[config.mk]
export PLATFORM = sky130hd
export DESIGN_NAME = matrix_stream_loader
export DESIGN_NICKNAME = d
export VERILOG_FILES = /design/src/rtl/matrix_stream_loader.sv
export SDC_FILE = /design/constraint.sdc
export NUM_CORES = 1
export LEC_CHECK = 0
export ABC_AREA = 1
export CAP_MARGIN = 40
export CORE_UTILIZATION = 54
export CTS_BUF_LIST = sky130_fd_sc_hd__clkbuf_4 sky130_fd_sc_hd__clkbuf_8
export CTS_CLUSTER_DIAMETER = 40
export CTS_CLUSTER_SIZE = 12
export DETAILED_ROUTE_END_ITERATION = 8
export PLACE_DENSITY = 0.95
export SETUP_SLACK_MARGIN = 0.1
export SYNTH_ARGS = -nofsm -noshare
export SYNTH_HDL_FRONTEND = slang
export SYNTH_SLANG_ARGS = --single-unit
[constraint.sdc]
create_clock -name clk -period 2.7 [get_ports clk]
set_clock_uncertainty 0.05 [all_clocks]
set_input_delay 0.405 -clock clk [delete_from_list [all_inputs] [get_ports clk]]
set_output_delay 0.405 -clock clk [all_outputs]
set_load 0.02 [all_outputs]
[src/rtl/matrix_stream_loader.sv]
// -----------------------------------------------------------------------------
// matrix_stream_loader
//
// Upstream feeder for the matrix-multiply / VGA display top. Elements arrive
// one word per beat on a valid/ready stream. The first E = MATRIX_N*MATRIX_M
// beats form operand A and the next E beats form operand B, both row-major.
// Once both operands are complete, read_ready pulses for one cycle. The
// loader then parks in WAIT_DONE until compute_done rises, and re-arms for
// the next frame. The operand buses only change on accepted beats, so they
// stay stable from read_ready until the next frame starts loading.
//
// Optional feature macro: LOADER_SLAST_EN
//   When defined, the s_last port exists and framing is checked against it.
//   A mismatch between s_last and the final-beat position pulses frame_err,
//   discards the frame position and restarts at A index 0. When the macro is
//   undefined, framing is purely by beat count and frame_err stays 0.
//
// Ports:
//   clk          in   system clock (only clock)
//   reset        in   asynchronous, active-low reset
//   s_valid      in   element valid
//   s_ready      out  loader can accept an element (decoded from state)
//   s_data       in   element value, WIDTH bits, unsigned
//   s_last       in   final beat of frame (LOADER_SLAST_EN only)
//   compute_done in   multiplier completion; acted on at its rising edge
//   matrix_a     out  operand A, flat, element (r,c) at (r*M+c)*WIDTH
//   matrix_b     out  operand B, flat, same layout
//   read_ready   out  one-cycle pulse, both operands complete
//   busy         out  high in PRESENT and WAIT_DONE
//   frame_err    out  one-cycle pulse on a framing violation
//   frame_count  out  number of frames presented, wraps at 256
// -----------------------------------------------------------------------------
module matrix_stream_loader #(
  parameter int MATRIX_N = 3,
  parameter int MATRIX_M = 3,
  parameter int WIDTH    = 16
) (
  input  logic                               clk,
  input  logic                               reset,
  input  logic                               s_valid,
  output logic                               s_ready,
  input  logic [WIDTH-1:0]                   s_data,
`ifdef LOADER_SLAST_EN
  input  logic                               s_last,
`endif
  input  logic                               compute_done,
  output logic [MATRIX_N*MATRIX_M*WIDTH-1:0] matrix_a,
  output logic [MATRIX_N*MATRIX_M*WIDTH-1:0] matrix_b,
  output logic                               read_ready,
  output logic                               busy,
  output logic                               frame_err,
  output logic [7:0]                         frame_count
);

  localparam int E     = MATRIX_N * MATRIX_M;
  localparam int IDX_W = (E > 1) ? $clog2(E) : 1;
  localparam logic [IDX_W-1:0] LAST_IDX = IDX_W'(E - 1);

  typedef enum logic [2:0] {
    S_IDLE      = 3'd0,
    S_LOAD_A    = 3'd1,
    S_LOAD_B    = 3'd2,
    S_PRESENT   = 3'd3,
    S_WAIT_DONE = 3'd4
  } state_t;

  state_t           state_q;
  logic [IDX_W-1:0] idx_q;
  logic [7:0]       frame_count_q;
  logic             read_ready_q;
  logic             frame_err_q;
  logic             compute_done_q;

  logic beat_acc;
  logic idx_last;
  logic cd_rise;
  logic frame_viol;

  // s_ready depends only on registered state, never on s_valid.
  assign s_ready  = (state_q == S_LOAD_A) || (state_q == S_LOAD_B);
  assign busy     = (state_q == S_PRESENT) || (state_q == S_WAIT_DONE);
  assign beat_acc = s_valid && s_ready;
  assign idx_last = (idx_q == LAST_IDX);
  assign cd_rise  = compute_done && !compute_done_q;

`ifdef LOADER_SLAST_EN
  // Only global beat 2E-1 (last index of B) may carry s_last, and it must.
  assign frame_viol = beat_acc && (s_last != ((state_q == S_LOAD_B) && idx_last));
`else
  assign frame_viol = 1'b0;
`endif

  // ---------------------------------------------------------------------------
  // Control FSM with registered pulse outputs and the frame counter.
  // ---------------------------------------------------------------------------
  always_ff @(posedge clk or negedge reset) begin
    if (!reset) begin
      state_q        <= S_IDLE;
      idx_q          <= '0;
      frame_count_q  <= 8'd0;
      read_ready_q   <= 1'b0;
      frame_err_q    <= 1'b0;
      compute_done_q <= 1'b0;
    end else begin
      // Edge register runs in every state so edges seen outside WAIT_DONE
      // are consumed and a level already high on entry is not a new edge.
      compute_done_q <= compute_done;
      read_ready_q   <= 1'b0;
      frame_err_q    <= 1'b0;

      case (state_q)
        S_IDLE: begin
          state_q <= S_LOAD_A;
        end

        S_LOAD_A, S_LOAD_B: begin
          if (beat_acc) begin
            if (frame_viol) begin
              frame_err_q <= 1'b1;
              idx_q       <= '0;
              state_q     <= S_LOAD_A;
            end else if (idx_last) begin
              idx_q <= '0;
              if (state_q == S_LOAD_A) begin
                state_q <= S_LOAD_B;
              end else begin
                // Final B beat: present on the very next cycle.
                state_q       <= S_PRESENT;
                read_ready_q  <= 1'b1;
                frame_count_q <= frame_count_q + 8'd1;
              end
            end else begin
              idx_q <= idx_q + 1'b1;
            end
          end
        end

        S_PRESENT: begin
          state_q <= S_WAIT_DONE;
        end

        S_WAIT_DONE: begin
          if (cd_rise) begin
            state_q <= S_LOAD_A;
          end
        end

        default: begin
          state_q <= S_IDLE;
        end
      endcase
    end
  end

  assign read_ready  = read_ready_q;
  assign frame_err   = frame_err_q;
  assign frame_count = frame_count_q;

  // ---------------------------------------------------------------------------
  // Operand storage: one register pair per element slot. A slot is written
  // only by an accepted beat whose index matches it, which is what keeps the
  // buses stable outside the loading states.
  // ---------------------------------------------------------------------------
  for (genvar gi = 0; gi < E; gi++) begin : g_elem
    logic [WIDTH-1:0] elem_a_q;
    logic [WIDTH-1:0] elem_b_q;
    logic             hit;

    assign hit = beat_acc && (idx_q == IDX_W'(gi));

    always_ff @(posedge clk or negedge reset) begin
      if (!reset) begin
        elem_a_q <= '0;
        elem_b_q <= '0;
      end else if (hit) begin
        if (state_q == S_LOAD_A) begin
          elem_a_q <= s_data;
        end else begin
          elem_b_q <= s_data;
        end
      end
    end

    assign matrix_a[gi*WIDTH +: WIDTH] = elem_a_q;
    assign matrix_b[gi*WIDTH +: WIDTH] = elem_b_q;
  end

endmodule
==> results.py <==
metrics = {
    "yosys": {
        "ys_seq_area_share_pct": 63.7,
        "yosysWarnings": 0,
        "syn_inst": 1239,
        "syn-mean-instance-area_sq_um": 9.67,
        "syn-num-nets": 1264,
        "ys_types": 29,
        "syn-cell-area_sq_mm": 0.0120,
        "synth_seq_cells": 305,
    },
    "pwr": {
        "p_clk_share_pct": 22.7,
        "power_switching_w": 0.00616,
        "finalPower_w": 0.0164,
        "p_comb_share_pct": 37.6,
        "internal-power_w": 0.0103,
        "irDropWorstVdd_v": 0.000884,
        "leakagePower_nw": 7.77,
        "p_seq_share_pct": 39.7,
        "p_sw_share_pct": 37.5,
        "power.density_mw_per_mm2": 1010,
    },
    "detailed_routing": {
        "wl_per_cell_um": 21.0,
        "drc": 0,
        "postRouteWirelength_um": 39000,
        "num_vias": 10436,
        "dr.pass1.iters": 5,
        "vias_per_cell": 5.62,
        "drt_iter0_markers": 813,
        "final_antenna_net_count": 0,
    },
    "die": {
        "initial_core_util_pct": 54.9,
        "fp-row-count": 54,
        "fp.dieW_um": 151,
        "core-area_sq_mm": 0.0218,
        "ios": 320,
        "dieHeight_um": 151,
        "die_area_sq_mm": 0.0228,
    },
    "cts": {
        "cts_num_sinks": 305,
        "cts_tree": "done",
        "cts_buffers": 37,
        "cts-root-buf": "clkbuf_8",
        "clkLatencyLatePin_ns": 0.54,
        "postCtsSetupRepairBufs": 0,
        "path_clk_slew_ns": 0.08,
        "htreeDepth": 2,
        "cts.path.max_buffers": 3,
    },
    "cells_and_area": {
        "drive_gt1_share_pct": 8.89,
        "nNetsFinal": 1580,
        "mostFrequentLayoutCell": "nand2_1",
        "syn_to_final_growth_pct": 35.1,
        "final_cell_mix": "nand2_1 (579), clkdlybuf4s50_1 (315), dfrtp_1 (305)",
    },
    "min_path": {
        "min_to": "compute_done_q",
        "hold_start": "compute_done",
        "hp-class": "in2reg",
        "hold_depth": 1,
    },
    "worst_setup_path": {
        "crit_required_ns": 2.25,
        "path_class": "reg2out",
        "cpPeakStageDelay_ns": 0.61,
        "crit_path_start_kind": "flop",
        "reg2reg_depth": 8,
        "cp-end-kind": "output pin",
        "cp_slowest_cell": "clkdlybuf4s50_1",
        "path_cells": "nor3_1 -> inv_1 -> nand2_1 -> clkdlybuf4s50_1",
        "crit_fanout": 6,
        "timing.rr.end": "g_elem[5].elem_a_q[12]",
        "rrSetupSlack_ns": 0.52,
        "worstPathArrival_ns": 2.05,
        "r2r-start": "state_q[0]",
    },
    "timing": {
        "fin_crit_sh_pct": 92.7,
        "hold_viol": 0,
        "maxSlewViolCount": 0,
        "period_needed_ns": 2.50,
        "tightest_slew_ns": 0.742,
        "tns_ns": 0,
        "fmax_mhz": 400,
        "setup_viol": 0,
        "rsz0062_at_grt": "true",
        "slew_headroom_pct": 50.5,
    },
    "grt": {
        "grt_max_degree": 89,
        "grt_pass1_wl_um": 58000,
        "grt_pass1_vias": 10394,
        "overflow": 0,
        "antenna_found_initial": 2,
        "track_usage_pct": 34.4,
    },
    "status": {
        "status": "complete, no violations",
    },
    "place": {
        "io_buffers": 318,
        "place_congestion": 0.840,
        "dp_hpwl_um": 26400,
    },
    "run": {
        "drv_cap": 0,
    },
}
registers in the layout (all words and copies together) (netlist names):
register	count
idx_q	4
frame_count	8
g_elem.elem_a_q	144
read_ready	1
g_elem.elem_b_q	144
state_q	3
compute_done_q	1
cell usage after synthesis:
| cell | instances | area share, % |
|---|---|---|
| nand2_1 | 579 | 18 |
| dfrtp_1 | 305 | 64 |
| o21ai_0 | 88 | 3.7 |
| o21ai_1 | 81 | 3.4 |
| inv_1 | 36 | 1.1 |
| clkbuf_1 | 29 | 0.91 |
| buf_2 | 27 | 1.1 |
| buf_6 | 10 | 0.94 |
| nand3_1 | 10 | 0.42 |
| nand4_4 | 10 | 1.8 |
| nand3_2 | 9 | 0.75 |
| nor2_2 | 9 | 0.47 |
| nor2_4 | 9 | 0.85 |
| nand4_2 | 6 | 0.63 |
| ha_1 | 5 | 0.52 |
| nand4_1 | 4 | 0.21 |
| inv_2 | 3 | 0.094 |
| xnor2_1 | 3 | 0.22 |
| buf_4 | 2 | 0.13 |
| nand2_2 | 2 | 0.10 |
| nor2_1 | 2 | 0.063 |
| nor3_1 | 2 | 0.084 |
| xor2_1 | 2 | 0.15 |
| buf_12 | 1 | 0.17 |
| clkbuf_2 | 1 | 0.042 |
| conb_1 | 1 | 0.031 |
| inv_4 | 1 | 0.052 |
| nand2_4 | 1 | 0.094 |
| nor2_8 | 1 | 0.17 |
cells by family (layout without fill, tap and decap cells):
kind of cell | Yosys count | in the layout | share of synthesized area, %
and+or+nand+nor | 644 | 644 | 23.7
DFF | 305 | 305 | 63.7
AOI/OAI and AO/OA | 169 | 169 | 7.06
buffers and inverters | 110 | 446 | 4.58
adders and majority gates | 5 | 5 | 0.522
xor gates and xnor gates | 5 | 5 | 0.366
other | 1 | 2 | 0.0313
worst max path at each step:
stage	startpoint	end	slack [ns]	cells past startpoint
2_1_floorplan	idx_q[0]	g_elem[8].elem_b_q[3]	1.03	8
3_3_place_gp	state_q[0]	g_elem[5].elem_a_q[0]	0.75	8
3_5_place_dp	state_q[0]	g_elem[5].elem_a_q[6]	0.59	8
4_1_cts	state_q[0]	s_ready	0.13	4
5_1_grt	state_q[0]	busy	0.09	4
6_report	state_q[0]	busy	0.20	4
metrics by stage:
| stage | util, % | std cells | instance area (sq um) | setup slack, ns | hold slack [ns] |
|---|---|---|---|---|---|
| floorplan | - | 1239 | 12000 | 1.03 | 0.0594 |
| global placement | 70.4 | 1795 | 15400 | 0.747 | 0.405 |
| detailed placement | 70.4 | 1795 | 15400 | 0.593 | 0.402 |
| CTS | 74.2 | 1855 | 16200 | 0.134 | 0.269 |
| global route | 74.2 | 1855 | 16200 | 0.0852 | 0.283 |
| finish | 74.2 | 1856 | 16200 | 0.198 | 0.288 |
power by group through the flow:
stage	clock network, W	registers, W	logic (W)
after detailed placement	0	0.00652	0.00613
after global placement	0	0.00648	0.00591
after global routing	0.00393	0.00661	0.00654
after CTS	0.00376	0.00649	0.00619
after floorplan	0	0.00778	0.00176
final	0.00374	0.00652	0.00618
final cells by class:
class                           instances  area (sq um)
Inverter                               40           153
Timing Repair Buffer                  347          3430
Clock inverter                         18           260
Sequential cell                       305          7630
Antenna cell                            1          2.50
Fill cell                            1362          5630
Clock buffer                           41           564
Tap cell                              280           350
Multi-Input combinational cell        824          3800
worst max-delay path: cells and delay by family, from the launching register on:
family	cells	cell delay, ns
and+or+nand+nor	2	0.32
buffers and inverters	2	0.67
DFF	1	0.51
what timing repair did:
action	4_1_cts	5_1_grt
hold endpoints to repair	82	0
endpoints found under the setup margin	0	2
resized for setup	0	1
hold buffers	1	0
layer usage:
metal / track usage, % / up-vias / share of wire [%]
met2: 56.5 / 676 / 48
met1: 39.3 / 5046 / 35
li1: - / 4547 / -
met4: 21.1 / 2 / 6.4
met3: 11.0 / 165 / 11
met5: 0 / - / 0.028
Power figures use the tool's default switching activity.
